`src/rtl/xs3_pkg.sv`:
```
// Shared excess-3 constants and FSM state type for the digit-serial adder.
package xs3_pkg;

  localparam logic [3:0] XS3_BIAS  = 4'b0011;
  localparam logic [3:0] XS3_NBIAS = 4'b1101;
  localparam logic [3:0] XS3_MIN   = 4'b0011;
  localparam logic [3:0] XS3_MAX   = 4'b1100;

  typedef enum logic {
    S_IDLE = 1'b0,
    S_ADD  = 1'b1
  } state_t;

  function automatic logic xs3_illegal(input logic [3:0] dig);
    return (dig < XS3_MIN) || (dig > XS3_MAX);
  endfunction

endpackage

```
`src/rtl/xs3_serial_adder_if.sv`:
```
// Operand/result bundle for xs3_serial_adder; err exists only when XS3_CHECK_EN is defined.
interface xs3_serial_adder_if #(
  parameter int unsigned NDIG = 4
);

  logic                start;
  logic [4*NDIG-1:0]   a;
  logic [4*NDIG-1:0]   b;
  logic                busy;
  logic                sum_valid;
  logic [3:0]          sum_digit;
  logic [4*NDIG-1:0]   sum;
  logic                carry_out;
  logic                done;
`ifdef XS3_CHECK_EN
  logic                err;

  modport master (
    output start, a, b,
    input  busy, sum_valid, sum_digit, sum, carry_out, done, err
  );

  modport slave (
    input  start, a, b,
    output busy, sum_valid, sum_digit, sum, carry_out, done, err
  );
`else
  modport master (
    output start, a, b,
    input  busy, sum_valid, sum_digit, sum, carry_out, done
  );

  modport slave (
    input  start, a, b,
    output busy, sum_valid, sum_digit, sum, carry_out, done
  );
`endif

endinterface

```
`src/rtl/xs3_digit_add.sv`:
```
// Combinational single-digit excess-3 adder: binary add, then re-bias by +3 or -3.
module xs3_digit_add
  import xs3_pkg::*;
(
  input  logic [3:0] i_a,
  input  logic [3:0] i_b,
  input  logic       i_cin,
  output logic [3:0] o_d,
  output logic       o_cout
);

  logic [4:0] w_t;

  always_comb begin
    w_t    = {1'b0, i_a} + {1'b0, i_b} + {4'b0000, i_cin};
    o_cout = w_t[4];
    o_d    = w_t[3:0] + (w_t[4] ? XS3_BIAS : XS3_NBIAS);
  end

endmodule

```
`src/rtl/xs3_serial_adder.sv`:
```
// Digit-serial excess-3 adder, LSD first, one digit per clock.
// Optional XS3_CHECK_EN adds a sticky illegal-code flag (err).
module xs3_serial_adder
  import xs3_pkg::*;
#(
  parameter int unsigned NDIG = 4
) (
  input  logic               clk,
  input  logic               rst_n,
  xs3_serial_adder_if.slave  bus
);

  localparam int unsigned W    = 4 * NDIG;
  localparam int unsigned IDXW = (NDIG > 1) ? $clog2(NDIG) : 1;
  localparam logic [IDXW-1:0] LAST = IDXW'(NDIG - 1);

  state_t          r_state;
  state_t          w_state_nxt;
  logic [W-1:0]    r_a;
  logic [W-1:0]    r_b;
  logic            r_carry;
  logic [IDXW-1:0] r_idx;
  logic [W-1:0]    r_sum;
  logic [3:0]      r_sum_digit;
  logic            r_sum_valid;
  logic            r_carry_out;
  logic            r_done;
  logic            w_accept;
  logic            w_last;
  logic [3:0]      w_d;
  logic            w_cout;

  xs3_digit_add u_digit_add (
    .i_a    (r_a[3:0]),
    .i_b    (r_b[3:0]),
    .i_cin  (r_carry),
    .o_d    (w_d),
    .o_cout (w_cout)
  );

  always_ff @(posedge clk or negedge rst_n) begin
    if (!rst_n) r_state <= S_IDLE;
    else        r_state <= w_state_nxt;
  end

  always_comb begin
    w_state_nxt = r_state;
    w_accept    = 1'b0;
    w_last      = (r_idx == LAST);
    case (r_state)
      S_IDLE: begin
        w_accept = bus.start;
        if (bus.start) w_state_nxt = S_ADD;
      end
      S_ADD: begin
        if (w_last) w_state_nxt = S_IDLE;
      end
      default: w_state_nxt = S_IDLE;
    endcase
  end

  // Operands shift right so the digit under work is always in bits [3:0].
  always_ff @(posedge clk or negedge rst_n) begin
    if (!rst_n) begin
      r_a         <= '0;
      r_b         <= '0;
      r_carry     <= 1'b0;
      r_idx       <= '0;
      r_sum       <= '0;
      r_sum_digit <= '0;
      r_sum_valid <= 1'b0;
      r_carry_out <= 1'b0;
      r_done      <= 1'b0;
    end else begin
      r_sum_valid <= 1'b0;
      r_done      <= 1'b0;
      if (w_accept) begin
        r_a     <= bus.a;
        r_b     <= bus.b;
        r_carry <= 1'b0;
        r_idx   <= '0;
        r_sum   <= '0;
      end else if (r_state == S_ADD) begin
        r_sum_digit <= w_d;
        r_sum_valid <= 1'b1;
        for (int unsigned i = 0; i < NDIG; i++) begin
          if (r_idx == IDXW'(i)) r_sum[4*i +: 4] <= w_d;
        end
        r_carry <= w_cout;
        r_a     <= r_a >> 4;
        r_b     <= r_b >> 4;
        r_idx   <= r_idx + IDXW'(1);
        if (w_last) begin
          r_carry_out <= w_cout;
          r_done      <= 1'b1;
        end
      end
    end
  end

`ifdef XS3_CHECK_EN
  logic r_err;

  always_ff @(posedge clk or negedge rst_n) begin
    if (!rst_n) begin
      r_err <= 1'b0;
    end else if (w_accept) begin
      r_err <= 1'b0;
    end else if (r_state == S_ADD) begin
      if (xs3_illegal(r_a[3:0]) || xs3_illegal(r_b[3:0])) r_err <= 1'b1;
    end
  end

  assign bus.err = r_err;
`endif

  assign bus.busy      = (r_state == S_ADD);
  assign bus.sum_valid = r_sum_valid;
  assign bus.sum_digit = r_sum_digit;
  assign bus.sum       = r_sum;
  assign bus.carry_out = r_carry_out;
  assign bus.done      = r_done;

endmodule

```
`src/flat_wrapper.sv`:
```
// flat-port wrapper written by rule: the top's interface ports become plain ports
module xs3_serial_adder_flat import xs3_pkg::*;
#(
  parameter int unsigned NDIG = 4
)
  (clk, rst_n, bus_start, bus_a, bus_b, bus_busy, bus_sum_valid, bus_sum_digit, bus_sum, bus_carry_out, bus_done);
  xs3_serial_adder_if #(.NDIG(NDIG)) bus_i ();
  input  logic clk;
  input  logic rst_n;
  input wire logic [$bits(bus_i.start)-1:0] bus_start;
  input wire logic [$bits(bus_i.a)-1:0] bus_a;
  input wire logic [$bits(bus_i.b)-1:0] bus_b;
  output wire logic [$bits(bus_i.busy)-1:0] bus_busy;
  output wire logic [$bits(bus_i.sum_valid)-1:0] bus_sum_valid;
  output wire logic [$bits(bus_i.sum_digit)-1:0] bus_sum_digit;
  output wire logic [$bits(bus_i.sum)-1:0] bus_sum;
  output wire logic [$bits(bus_i.carry_out)-1:0] bus_carry_out;
  output wire logic [$bits(bus_i.done)-1:0] bus_done;
  assign bus_i.start = bus_start;
  assign bus_i.a = bus_a;
  assign bus_i.b = bus_b;
  assign bus_busy = bus_i.busy;
  assign bus_sum_valid = bus_i.sum_valid;
  assign bus_sum_digit = bus_i.sum_digit;
  assign bus_sum = bus_i.sum;
  assign bus_carry_out = bus_i.carry_out;
  assign bus_done = bus_i.done;
  xs3_serial_adder #(.NDIG(NDIG)) u_core (.clk(clk), .rst_n(rst_n), .bus(bus_i));
endmodule
```
`config.mk`:
```
export PLATFORM = sky130hd
export DESIGN_NAME = xs3_serial_adder_flat
export DESIGN_NICKNAME = d
export VERILOG_FILES = /design/src/rtl/xs3_pkg.sv /design/src/rtl/xs3_serial_adder_if.sv /design/src/rtl/xs3_digit_add.sv /design/src/rtl/xs3_serial_adder.sv /design/src/flat_wrapper.sv
export SDC_FILE = /design/constraint.sdc
export NUM_CORES = 1
export LEC_CHECK = 0
export ABC_AREA = 1
export CORE_MARGIN = 8
export CORE_UTILIZATION = 54
export CTS_CLUSTER_SIZE = 30
export DETAILED_ROUTE_END_ITERATION = 8
export PLACE_DENSITY = 0.83
export SETUP_SLACK_MARGIN = 0.02
export SLEW_MARGIN = 20
export SYNTH_ARGS = -nofsm -noshare
export SYNTH_HDL_FRONTEND = slang
export SYNTH_SLANG_ARGS = --single-unit
```
`constraint.sdc`:
```
create_clock -name clk -period 5.9 [get_ports clk]
set_clock_uncertainty 0.05 [all_clocks]
set_input_delay 1.77 -clock clk [delete_from_list [all_inputs] [get_ports clk]]
set_output_delay 1.77 -clock clk [all_outputs]
set_load 0.005 [all_outputs]
```
==> results.json <==
{
  "place.gp.congestion": 0.789,
  "leakagePower_nw": 1.65,
  "fin_crit_sh": 0.563,
  "synth-seq-cells": 59,
  "dr.pass1.iters": 5,
  "max_cap_viol_count": 0,
  "power_frac_clock": 0.176,
  "syn_area_per_cell_um2": 9.09,
  "worstPathRequired_ns": 6.10,
  "routed_wl_mm": 6.17,
  "grt_pass1_wl_mm": 10.1,
  "fin_ws_ns": 2.58,
  "vias": 2186,
  "cp_data_arrival_time_ns": 3.52,
  "async_flop_share": 1.00,
  "maxSlewViolCount": 0,
  "synth_mux_area_frac": 0,
  "post-route-drc-count": 0,
  "areaGrowthSynthToFinish_pct": 30.4,
  "vdd_drop_max_uv": 227,
  "synth_top_family_by_area": "simple AND/OR/NAND/NOR gates",
  "whs_ns": 0.438,
  "overflow": 0,
  "cts_hold_buf": 0,
  "ys_warn_count": 0,
  "cts_buffer_depth": 2,
  "setup_viol": 0,
  "ios": 59,
  "fin_setup_tns_ns": 0,
  "final_layout_size_suffix_gt1_frac": 0.0720,
  "clock_latency_ns": 0.34,
  "yosys-top-cells-count": "99 x nand2_1, 59 x dfrtp_1, 37 x inv_1",
  "min_period_ns": 3.32,
  "synth_edf_count": 0,
  "grt_pass1_vias": 2224,
  "crit_path_end_kind": "register",
  "synth_compound_area_frac": 0.117,
  "rsz0062_at_grt": "false",
  "place_inst": 412,
  "placement.io_buffers": 58,
  "cts-htree-levels": 3,
  "drt_iter0_drc": 105,
  "cts-buffers-inserted": 9,
  "synth_most_common_cell": "nand2_1",
  "p_sw_frac": 0.408,
  "cp_slowest_stage_delay_ns": 0.70,
  "die_area_mm2": 0.00748,
  "routed_via_density": 5.11,
  "syn_nets": 342,
  "routedWlPerCell_um": 14.4,
  "grt_max_degree": 60,
  "ant_nets": 0,
  "min_path_type": "reg -> reg",
  "initial_utilization": 0.564,
  "num-nets-final": 403,
  "cts_tree": "yes",
  "relSlewSlack": 0.420,
  "post-cts-setup-buffers": 0,
  "synth_area_leaders": "dfrtp_1 55%, nand2_1 14%, inv_1 5.2%",
  "met2_usage": 0.278,
  "die_y_um": 86.5,
  "switching_power_mw": 0.790,
  "antenna_found_initial": 0,
  "worstSetupPathType": "in -> reg",
  "synthXorXnorAreaFrac": 0.00653,
  "yosysTopAreaCellShare": 0.551,
  "nFillCells": 348,
  "tightest_slew_ns": 0.869,
  "synth-simple-area-share": 0.185,
  "cts-resized-gates": 0,
  "status": "completed",
  "grt_usage": 0.172,
  "clk_pin_slew_ns": 0.06,
  "cp_max_fo": 21,
  "gr-usage-met1": 0.203,
  "post-place-ws_ns": 2.23,
  "internal_power_mw": 1.15,
  "ys_types": 22,
  "use_met3": 0.0463,
  "rows": 25,
  "p_per_area_mw_per_mm2": 554,
  "reg2reg_slack_ns": 3.13,
  "root_buffer": "clkbuf_8",
  "final_util": 0.735,
  "slowest_stage": "nor2_2",
  "ys_seq_area_frac": 0.551,
  "dp_hpwl_mm": 4.43,
  "yosys.area.top_type": "dfrtp_1",
  "diodes": 0,
  "final_hold_viol_count": 0,
  "placed_area_mm2": 0.00331,
  "ys.flop_type": "dfrtp_1",
  "die_w_um": 86.5,
  "p_comb_frac": 0.487,
  "synthAdderAreaFrac": 0.0644,
  "crit_path_start_kind": "input pin",
  "finalPower_mw": 1.94,
  "grt.busiest_layer": "met2",
  "crit_chain": "clkdlybuf4s50_1 > nor2_2 > inv_2 > o211ai_1",
  "clock-sinks": 59,
  "syn_inst": 295,
  "core-area_mm2": 0.00475,
  "final_area_mm2": 0.00350,
  "power_frac_seq": 0.336,
  "fmax_ghz": 0.301,
  "synth_area_mm2": 0.00268,
  "stdcell_count": 428
}
==> final timing paths <==
kind | startpoint | end | depth (start not counted)
setup / recovery | bus_start | u_core.r_b[8] | 4
hold / removal | u_core.bus.carry_out | u_core.bus.carry_out | 2
setup reg to reg | u_core.r_b[0] | u_core.bus.sum[11] | 17
hold reg to reg | u_core.bus.carry_out | u_core.bus.carry_out | 2
max in group asynchronous | rst_n | u_core.r_carry | 2
min in group asynchronous | rst_n | u_core.bus.sum[13] | 2
==> state kept, by name, indices dropped and copies added (netlist names), 2 cells and up <==
name                  count
u_core.bus.sum_digit      4
u_core.r_a               16
u_core.r_idx              2
u_core.bus.sum           16
u_core.r_b               16
==> worst max-delay path, delay by kind of cell <==
kind,cells,cell delay [ns]
and+or+nand+nor,1,0.70
buffers and inverters,2,0.76
AOI/OAI and AO/OA,1,0.28
==> cells by family after synthesis <==
kind of cell	Yosys count
buffers and inverters	50
AND/OR/NAND/NOR	125
adder cells (fa/ha/maj)	12
AO/OA/AOI/OAI	47
flip-flops	59
XOR/XNOR	2
==> layout by cell type, fill, tap and decap left out, drive strengths merged, types with 3 or more instances in the layout <==
cell,instances
a21oi,3
a22o,3
buf,4
clkbuf,12
clkdlybuf4s50,57
clkinv,4
dfrtp,59
fa,3
ha,9
inv,39
nand2,99
nand3,16
nor2,8
o211ai,13
o21ai,20
o221ai,8
==> power by group through the flow <==
stage / combinational [mW] / clock [mW] / sequential, mW
finish: 0.943 / 0.341 / 0.652
global route: 1.06 / 0.363 / 0.668
CTS: 0.947 / 0.344 / 0.652
detailed placement: 0.937 / 0 / 0.658
global placement: 0.890 / 0 / 0.649
floorplan: 0.590 / 0 / 0.648
==> cell type report <==
cell class	instances	area [um^2]	area share
clock inverters	4	23.8	0.00680
inverters	39	146	0.0419
multi-input cells	186	1000	0.287
flip-flops and latches	59	1480	0.422
clock buffers	12	165	0.0472
well taps	67	83.8	0.0240
repair buffers	61	598	0.171
==> layer usage <==
metal  vias to the layer above  wire length, um
li1                       1068                -
met3                        11              464
met5                         -                0
met2                        80             3060
met1                      1027             2550
met4                         0               96
No activity file was read; power rests on OpenSTA's default activity.
